--- config.mk ---
export PLATFORM = sky130hd
export DESIGN_NAME = stage_arbiter
export DESIGN_NICKNAME = d
export VERILOG_FILES = /design/src/rtl/stage_arbiter.sv
export SDC_FILE = /design/constraint.sdc
export NUM_CORES = 1
export LEC_CHECK = 0
export BUFFER_PORTS_ARGS = -buffer_cell sky130_fd_sc_hd__buf_2
export CAP_MARGIN = 5
export CORE_UTILIZATION = 46
export CTS_BUF_LIST = sky130_fd_sc_hd__clkbuf_8
export CTS_CLUSTER_DIAMETER = 30
export CTS_CLUSTER_SIZE = 25
export DETAILED_ROUTE_END_ITERATION = 8
export PLACE_DENSITY = 0.8
export SYNTH_ARGS = -nofsm -noshare
export SYNTH_HDL_FRONTEND = slang
export SYNTH_SLANG_ARGS = --single-unit
--- constraint.sdc ---
create_clock -name clk -period 1.45 [get_ports clk]
set_input_delay 0.145 -clock clk [delete_from_list [all_inputs] [get_ports clk]]
set_output_delay 0.145 -clock clk [all_outputs]
set_load 0.02 [all_outputs]
--- src/rtl/stage_arbiter.sv ---
// Two-requester arbiter feeding one shared handshake stage (dor/dir/ack).
// Optional macro ARB_ROUND_ROBIN_EN turns fixed priority into round-robin tie-breaking.
//
// state   | meaning
// IDLE    | no transfer; a ready requester is captured on the next edge
// OFFER   | data_out/dir_out presented to the stage, waiting for ack_in
// RELEASE | one-cycle ack to the winner; requests ignored so it can drop dor
module stage_arbiter #(
    parameter int WIDTH = 8
) (
    input  logic             clk,
    input  logic             reset,
    input  logic             req0_dor,
    input  logic [WIDTH-1:0] req0_data,
    output logic             req0_ack,
    input  logic             req1_dor,
    input  logic [WIDTH-1:0] req1_data,
    output logic             req1_ack,
    output logic             dir_out,
    output logic [WIDTH-1:0] data_out,
    input  logic             ack_in,
    output logic [1:0]       grant
);

    typedef enum logic [1:0] {IDLE, OFFER, RELEASE} state_t;

    state_t           state, state_nxt;
    logic             dir_nxt;
    logic [WIDTH-1:0] data_nxt;
    logic [1:0]       grant_nxt;
    logic             ack0_nxt, ack1_nxt;
    logic             last_grant, last_nxt;   // 0 = requester 0, 1 = requester 1
    logic             pick1;

    always_comb begin
`ifdef ARB_ROUND_ROBIN_EN
        pick1 = req1_dor & (~req0_dor | ~last_grant);
`else
        pick1 = req1_dor & ~req0_dor;
`endif
    end

    always_comb begin
        state_nxt = state;
        dir_nxt   = dir_out;
        data_nxt  = data_out;
        grant_nxt = grant;
        ack0_nxt  = 1'b0;
        ack1_nxt  = 1'b0;
        last_nxt  = last_grant;
        case (state)
            IDLE: begin
                if (req0_dor || req1_dor) begin
                    state_nxt = OFFER;
                    dir_nxt   = 1'b1;
                    data_nxt  = pick1 ? req1_data : req0_data;
                    grant_nxt = pick1 ? 2'b10 : 2'b01;
                end else begin
                    dir_nxt   = 1'b0;
                    grant_nxt = 2'b00;
                end
            end
            OFFER: begin
                if (ack_in) begin
                    state_nxt = RELEASE;
                    dir_nxt   = 1'b0;
                    ack0_nxt  = grant[0];
                    ack1_nxt  = grant[1];
                    last_nxt  = grant[1];
                end
            end
            RELEASE: begin
                state_nxt = IDLE;
                grant_nxt = 2'b00;
            end
            default: begin
                state_nxt = IDLE;
                dir_nxt   = 1'b0;
                grant_nxt = 2'b00;
            end
        endcase
    end

    always_ff @(posedge clk) begin
        if (!reset) begin
            state      <= IDLE;
            dir_out    <= 1'b0;
            data_out   <= '0;
            grant      <= 2'b00;
            req0_ack   <= 1'b0;
            req1_ack   <= 1'b0;
            last_grant <= 1'b1;
        end else begin
            state      <= state_nxt;
            dir_out    <= dir_nxt;
            data_out   <= data_nxt;
            grant      <= grant_nxt;
            req0_ack   <= ack0_nxt;
            req1_ack   <= ack1_nxt;
            last_grant <= last_nxt;
        end
    end

endmodule

# Word-level counts from Yosys, hierarchy flattened
# Index checks and enable logic that the tools add are counted.
classes:
  n_mux: 10
  n_bitwise: 3
  add_sub_neg: 0
  multipliers: 0
  reduce_logical: 6
  n_eq_ne: 4
  n_lt_le_gt_ge: 0
  div: 0
  n_shift: 0
ops:
  columns: ["op", "n"]
  rows:
  - ["2-bit 2-to-1 mux", 4]
  - ["8-bit 2-to-1 mux", 1]
  - ["2-bit one-hot mux with 2 select lines", 2]
  - ["2-bit AND reduction", 3]
  - ["2-bit inequality test, second input constant", 2]
  - ["1-bit one-hot mux with 3 select lines", 1]
  - ["3-bit AND reduction", 1]
  - ["2-bit by 1-bit equality test with 1-bit output, second input constant", 1]
  - ["2-bit equality test, second input constant", 1]
  - ["2-bit zero test", 1]
  - ["1-bit 2-to-1 mux", 2]
  - ["1-bit NOT", 2]
  - ["1-bit bitwise AND", 1]
  - ["1-bit logical OR", 1]
word_totals:
  output_inout_bits: 13
  memories: 0
  latch_bits: 0
  romBits: 0
  ram_bits: 0
  ff_bits: 15
  input_bits: 21
  word_cells: 29

# Logic depth before layout (Yosys ltp)
# Gate-level depths: netlist of the first run.
logic_depth:
  ltp_word: 5
  depth_mapped: 5
  depth_no_buf: 3

# Worst setup path after synthesis of the first run
# Ideal clock, no wire load.
synth_path:
  kind: "flip-flop to flip-flop"
  start: "register state[0]"
  end: "register data_out[0]"
  setup_ns: 0.131
  n_path_buf: 2
  period_less_slack_ns: 1.093
  slack_ns: 0.357
  required_time_ns: 1.319
  stages_incl_launch_ff: 6
  t_arrival_ns: 0.962
  cell_sequence: "dfxtp_1 > buf_2 > nor2_4 > and2_4 > buf_6 > a311oi_2"
synth_via:
  elab_chain_len: 2
synth_rtl:
  columns: ["element", "line", "text"]
  rows:
  - ["start, declared", "27", "state_t state, state_nxt;"]
  - ["start signal, assigned", "94", "state <= state_nxt;"]
  - ["2-bit zero test", "51", "case (state)"]
  - ["2-bit AND reduction (no line)", null, null]
  - ["end signal, assigned", "96", "data_out <= data_nxt;"]
  - ["end, declared", "20", "output logic [WIDTH-1:0] data_out,"]
# Every way passes these cells.
# A chain may end at the register's enable or synchronous reset.

# Worst setup path in the final report of the first run
layout_path:
  start: "register state[0]"
  end: "register dir_out"
layout_via:
  elab_chain_len: 3
  word_cells_on_any_way: 7
  classes_between: "eq/ne: 3; mux: 1; bitwise: 1; reduce/logical: 2"
layout_rtl:
  columns: ["element", "line", "text"]
  rows:
  - ["2-bit by 1-bit equality test with 1-bit output or 2-bit equality test (tied branches)", "51", null]
  - ["2-bit inequality test (no line) or 1-bit NOT (tied branches)", null, null]
  - ["2-bit AND reduction (no line)", null, null]
  - ["end signal, assigned", "95", "dir_out <= dir_nxt;"]
  - ["end, declared", "19", "output logic dir_out,"]
# Several ways; a longest one is shown, not always the timed one.

==> results of run 1 <==
==> cells in the mapped netlist <==
cell type	instances
clkbuf_1	1
nor3b_1	1
mux2i_1	2
nor2_4	1
o21ai_0	1
dfxtp_1	15
and2_1	2
or2_1	1
buf_2	1
o21a_1	1
and2b_1	1
or2b_1	1
buf_1	1
clkinv_1	1
buf_6	2
nor2_1	3
and2_4	1
nand2_1	18
nor2b_1	1
a21oi_1	9
nand2b_1	1
a311oi_2	8
==> layer usage <==
layer  share of wire, %  global-route usage (%)  vias to the layer above  wire, um
li1                   -                       -                      315         -
met1                 42                    26.4                      273       630
met2                 51                    36.1                       31       765
met3                6.6                    4.35                        2       100
met4               0.93                    10.0                        0        14
met5                  0                       0                        -         0
==> sequential cells by signal, indices dropped and copies added (netlist names) <==
signal / cells
data_out: 8
dir_out: 1
req1_ack: 1
req0_ack: 1
grant: 2
state: 2
==> per-stage QoR <==
stage / cell area [um2] / utilization (%) / hold slack (ps)
CTS: 883 / 65.4 / 146
detailed placement: 838 / 62.1 / 392
floorplan: 689 / - / 263
finish: 883 / 65.4 / 149
global route: 883 / 65.4 / 151
global placement: 838 / 62.1 / 389
==> kinds of logic after synthesis <==
group / Yosys count / synth area share [%]
AND/OR/NAND/NOR: 31 / 22.1
flip-flops: 15 / 43.6
multiplexers: 2 / 2.90
buffers and inverters: 6 / 5.62
AO/OA/AOI/OAI: 19 / 25.8
==> layout make-up <==
cell class / instances / share of cell area [%]
Sequential cell: 15 / 34.0
Multi-Input combinational cell: 52 / 39.7
Tap cell: 15 / 2.12
Timing Repair Buffer: 33 / 18.7
Clock inverter: 1 / 0.425
Inverter: 1 / 0.425
Clock buffer: 3 / 4.67
==> power groups by stage <==
stage	clock network, mW	registers [mW]	logic, mW
5_1_grt	0.349	0.480	0.261
3_3_place_gp	0	0.483	0.231
2_1_floorplan	0	0.516	0.136
6_report	0.322	0.475	0.239
4_1_cts	0.324	0.475	0.240
3_5_place_dp	0	0.484	0.239
==> path summary, 6_finish.rpt <==
path                          from                     to  slack (ps)  cells past startpoint
max reg2reg  state[0]$_SDFFE_PN0P_   dir_out$_SDFFE_PN0P_         310                      3
max          state[0]$_SDFFE_PN0P_   dir_out$_SDFFE_PN0P_         310                      3
min reg2reg   dir_out$_SDFFE_PN0P_   dir_out$_SDFFE_PN0P_         470                      2
min                          reset  state[0]$_SDFFE_PN0P_         150                      2
==> qor.yml, run 1 <==
clock_path_buffers: 2
status: "complete, no violations"
max_slew_margin_pct: 75.7
dieArea_um2: 1660
layout.nets: 127
fin_crit_sh_pct: 78.5
drc_errors: 0
final_common_cell: "buf_2"
n_fill_cell: 128
vias: 621
synth.distinct_cells: 22
cp.buffers_inverters: 0
hpwl_um: 1160
swShare_pct: 29.1
portBuffers: 33
core-area_um2: 1350
p_leak_nw: 0.416
cts_tree: "done"
ir_drop_uv: 812
synth_area_leaders: "dfxtp_1 (44%), a311oi_2 (17%), nand2_1 (9.8%), a21oi_1 (6.5%), buf_6 (3.3%)"
cts_buffers: 3
p_switching_mw: 0.301
fin_crit_ps: 1140
drt_iter0_markers: 16
io_pins: 34
crit_fanout: 6
die_w_um: 40.7
drive_gt1_share_pct: 43.8
first_global_vias: 529
antenna_found_initial: 0
grt_max_degree: 11
yosysTopAreaCell: "dfxtp_1"
clkLatencyLatePin_ps: 240
holdBufCountCts: 0
timing.final.ws_setup_ps: 312
wl_um: 1510
crit_family: "flip-flops"
worstMarginPinSlew_ps: 362
setup_viol: 0
critPathSlowestCell: "dfxtp_1"
overflow: 0
syn_inst: 73
pwr-share-seq_pct: 45.9
synth_top_cell_area_share_pct: 43.6
instances_no_fill: 120
hold_viol_final: 0
diodes: 0
die_h_um: 40.7
max_freq_mhz: 879
wire_per_inst_um: 12.6
start_util_pct: 51.1
drv_slew: 0
arrival_ps: 1300
crit_path_cell_trace: "nor3b_1 > o21ai_0 > a21oi_1"
h-tree-depth: 1
hold_class: "input pin to register"
power_mw: 1.04
worstPathRequired_ps: 1620
place_inst: 116
ant_nets: 0
pwr_density_cell_nw_per_um2: 1170
cts_setup_buffers: 0
final.setup_skew_ps: 1.94
syn-cell-area_um2: 689
seqCellArea_um2: 300
yosysWarningCount: 0
cap_violations: 0
clk_pin_slew_ps: 60
cts_root_buf: "clkbuf_8"
ys_seq_elements: 15
drtPass1Iterations: 4
viasPerCell: 5.18
rsz0062_at_grt: "false"
cts.sinks: 15
multi_input_area_um2: 350
worst_setup_path_start_kind: "register"
critPathKind: "register to register"
cp-end-kind: "register"
syn_avg_cell_area_um2: 9.44
place_congestion: 0.744
slowest_delay_ps: 480
setup-tns-final_ps: 0
comb_power_share_pct: 23.1
grt_pass1_wl_um: 2300
clkPwrFrac_pct: 31.1
final_cell_mix: "buf_2 (33), nand2_1 (18), dfxtp_1 (15)"
intPower_mw: 0.735
synth_fp_nets: 94
rows: 13
cts_resized: 0
synth-seq-area-share_pct: 43.6
track_usage_pct: 21.6
area_growth_pct: 28.1
dp_slack_ps: 292
(Power assumes the default switching activity.)
==> run 2, diff against run 1 <==
clock period = 1.2 ns   (was 1.45 ns; I/O delays follow)
==> qor.yml, run 2 (synthesized netlist as in run 1, its figures left out) <==
rows: 13
cts_setup_buffers: 0
highest_layer: "met4"
setup_viol: 0
core-area_um2: 1350
drt_iter0_markers: 13
drtPass1Iterations: 4
ant_nets: 0
setup-tns-final_ps: 0
hold_class: "input pin to register"
die_w_um: 40.7
wl_um: 1430
largest_register_ffs: 8
layout.nets: 128
worstPathRequired_ps: 1310
max_slew_margin_pct: 75.8
h-tree-depth: 1
status: "complete, no violations"
track_usage_pct: 19.4
routedLengthMet1_um: 672
cts_tree: "done"
grt_pass1_wl_um: 2040
fin_crit_ps: 1140
critPathKind: "register to register"
clock_path_buffers: 2
hpwl_um: 1070
reg2regPathDepth: 3
viasPerCell: 5.17
final_cell_mix: "buf_2 (33), nand2_1 (18), dfxtp_1 (15)"
antenna_found_initial: 0
cts.sinks: 15
grt_max_degree: 11
arrival_ps: 1260
diodes: 0
final_common_cell: "buf_2"
area_growth_pct: 29.9
fin_hold_ws_ps: 124
vias: 625
start_util_pct: 51.1
hold_viol_final: 0
drc_errors: 0
cts_buffers: 3
crit_path_cell_trace: "nor2_4 > and2_4 > a311oi_2"
critPathSlowestCell: "dfxtp_1"
met3_length_um: 77
overflow: 0
ir_drop_uv: 1060
place_congestion: 0.730
p_leak_nw: 0.423
fin_crit_sh_pct: 95.4
holdBufCountCts: 0
n_fill_cell: 114
drive_gt1_share_pct: 45.3
clkLatencyLatePin_ps: 240
worst_setup_path_start_kind: "register"
dieArea_um2: 1660
io_pins: 34
clk_pin_slew_ps: 60
cts_root_buf: "clkbuf_8"
rsz0062_at_grt: "false"
hold_depth: 2
cts_resized: 0
crit_fanout: 10
slowest_delay_ps: 390
worstMarginPinSlew_ps: 361
pwr_density_cell_nw_per_um2: 1400
die_h_um: 40.7
max_freq_mhz: 874
final.setup_skew_ps: 2.21
wire_per_inst_um: 11.8
drv_slew: 0
portBuffers: 33
reg_top3: "data_out: 8 flops, grant: 2 flops, state: 2 flops"
top_register: "data_out"
met2_wirelength_um: 675
cp-end-kind: "register"
first_global_vias: 516
cap_violations: 0
[run 2: changes by cell type in the layout (fill, tap and decap cells not counted), sizes merged]
cell / before / now
buf: 33 / 34
[run 2: layout make-up]
class | instances | area (um2) | area share (%)
Clock inverter | 1 | 3.75 | 0.419
Timing Repair Buffer | 34 | 173 | 19.3
Inverter | 1 | 3.75 | 0.419
Sequential cell | 15 | 300 | 33.5
Multi-Input combinational cell | 52 | 355 | 39.7
Clock buffer | 3 | 41.3 | 4.61
Tap cell | 15 | 18.8 | 2.09
[run 2: where the power goes]
group	switching [mW]	leakage, nW	internal (mW)
clock network	0.163	0.0269	0.226
logic	0.167	0.272	0.122
registers	0.0319	0.124	0.543
total	0.362	0.423	0.891
[run 2: through the flow]
stage                     instance area (um2)  total power [mW]  setup slack, ps  utilization, %  instances
after floorplan                           689             0.788              107               -         73
after global placement                    846             0.865              114            62.7        117
after detailed placement                  846             0.873             75.2            62.7        117
after CTS                                 891              1.26             62.3            66.0        121
after global routing                      896              1.32             1.93            66.4        121
final                                     896              1.25             55.3            66.4        121
[run 2: metal layers]
layer  global-route usage [%]  up-vias
li1                         -      320
met1                     23.5      274
met2                     32.5       29
met3                     3.26        2
met4                     10.0        0
met5                        0        -
[run 2: worst paths after layout]
path	start	end	slack (ps)
setup reg to reg	state[0]$_SDFFE_PN0P_	data_out[0]$_SDFFE_PN0P_	60
hold reg to reg	grant[1]$_SDFFE_PN0P_	req1_ack$_SDFF_PN0_	480
setup / recovery	state[0]$_SDFFE_PN0P_	data_out[0]$_SDFFE_PN0P_	60
hold / removal	reset	state[0]$_SDFFE_PN0P_	120
[run 2: critical path: cells and delay by family, from the launching register on]
kind            cells  cell delay [ps]
compound gates      1              110
flops               1              390
simple gates        2              530
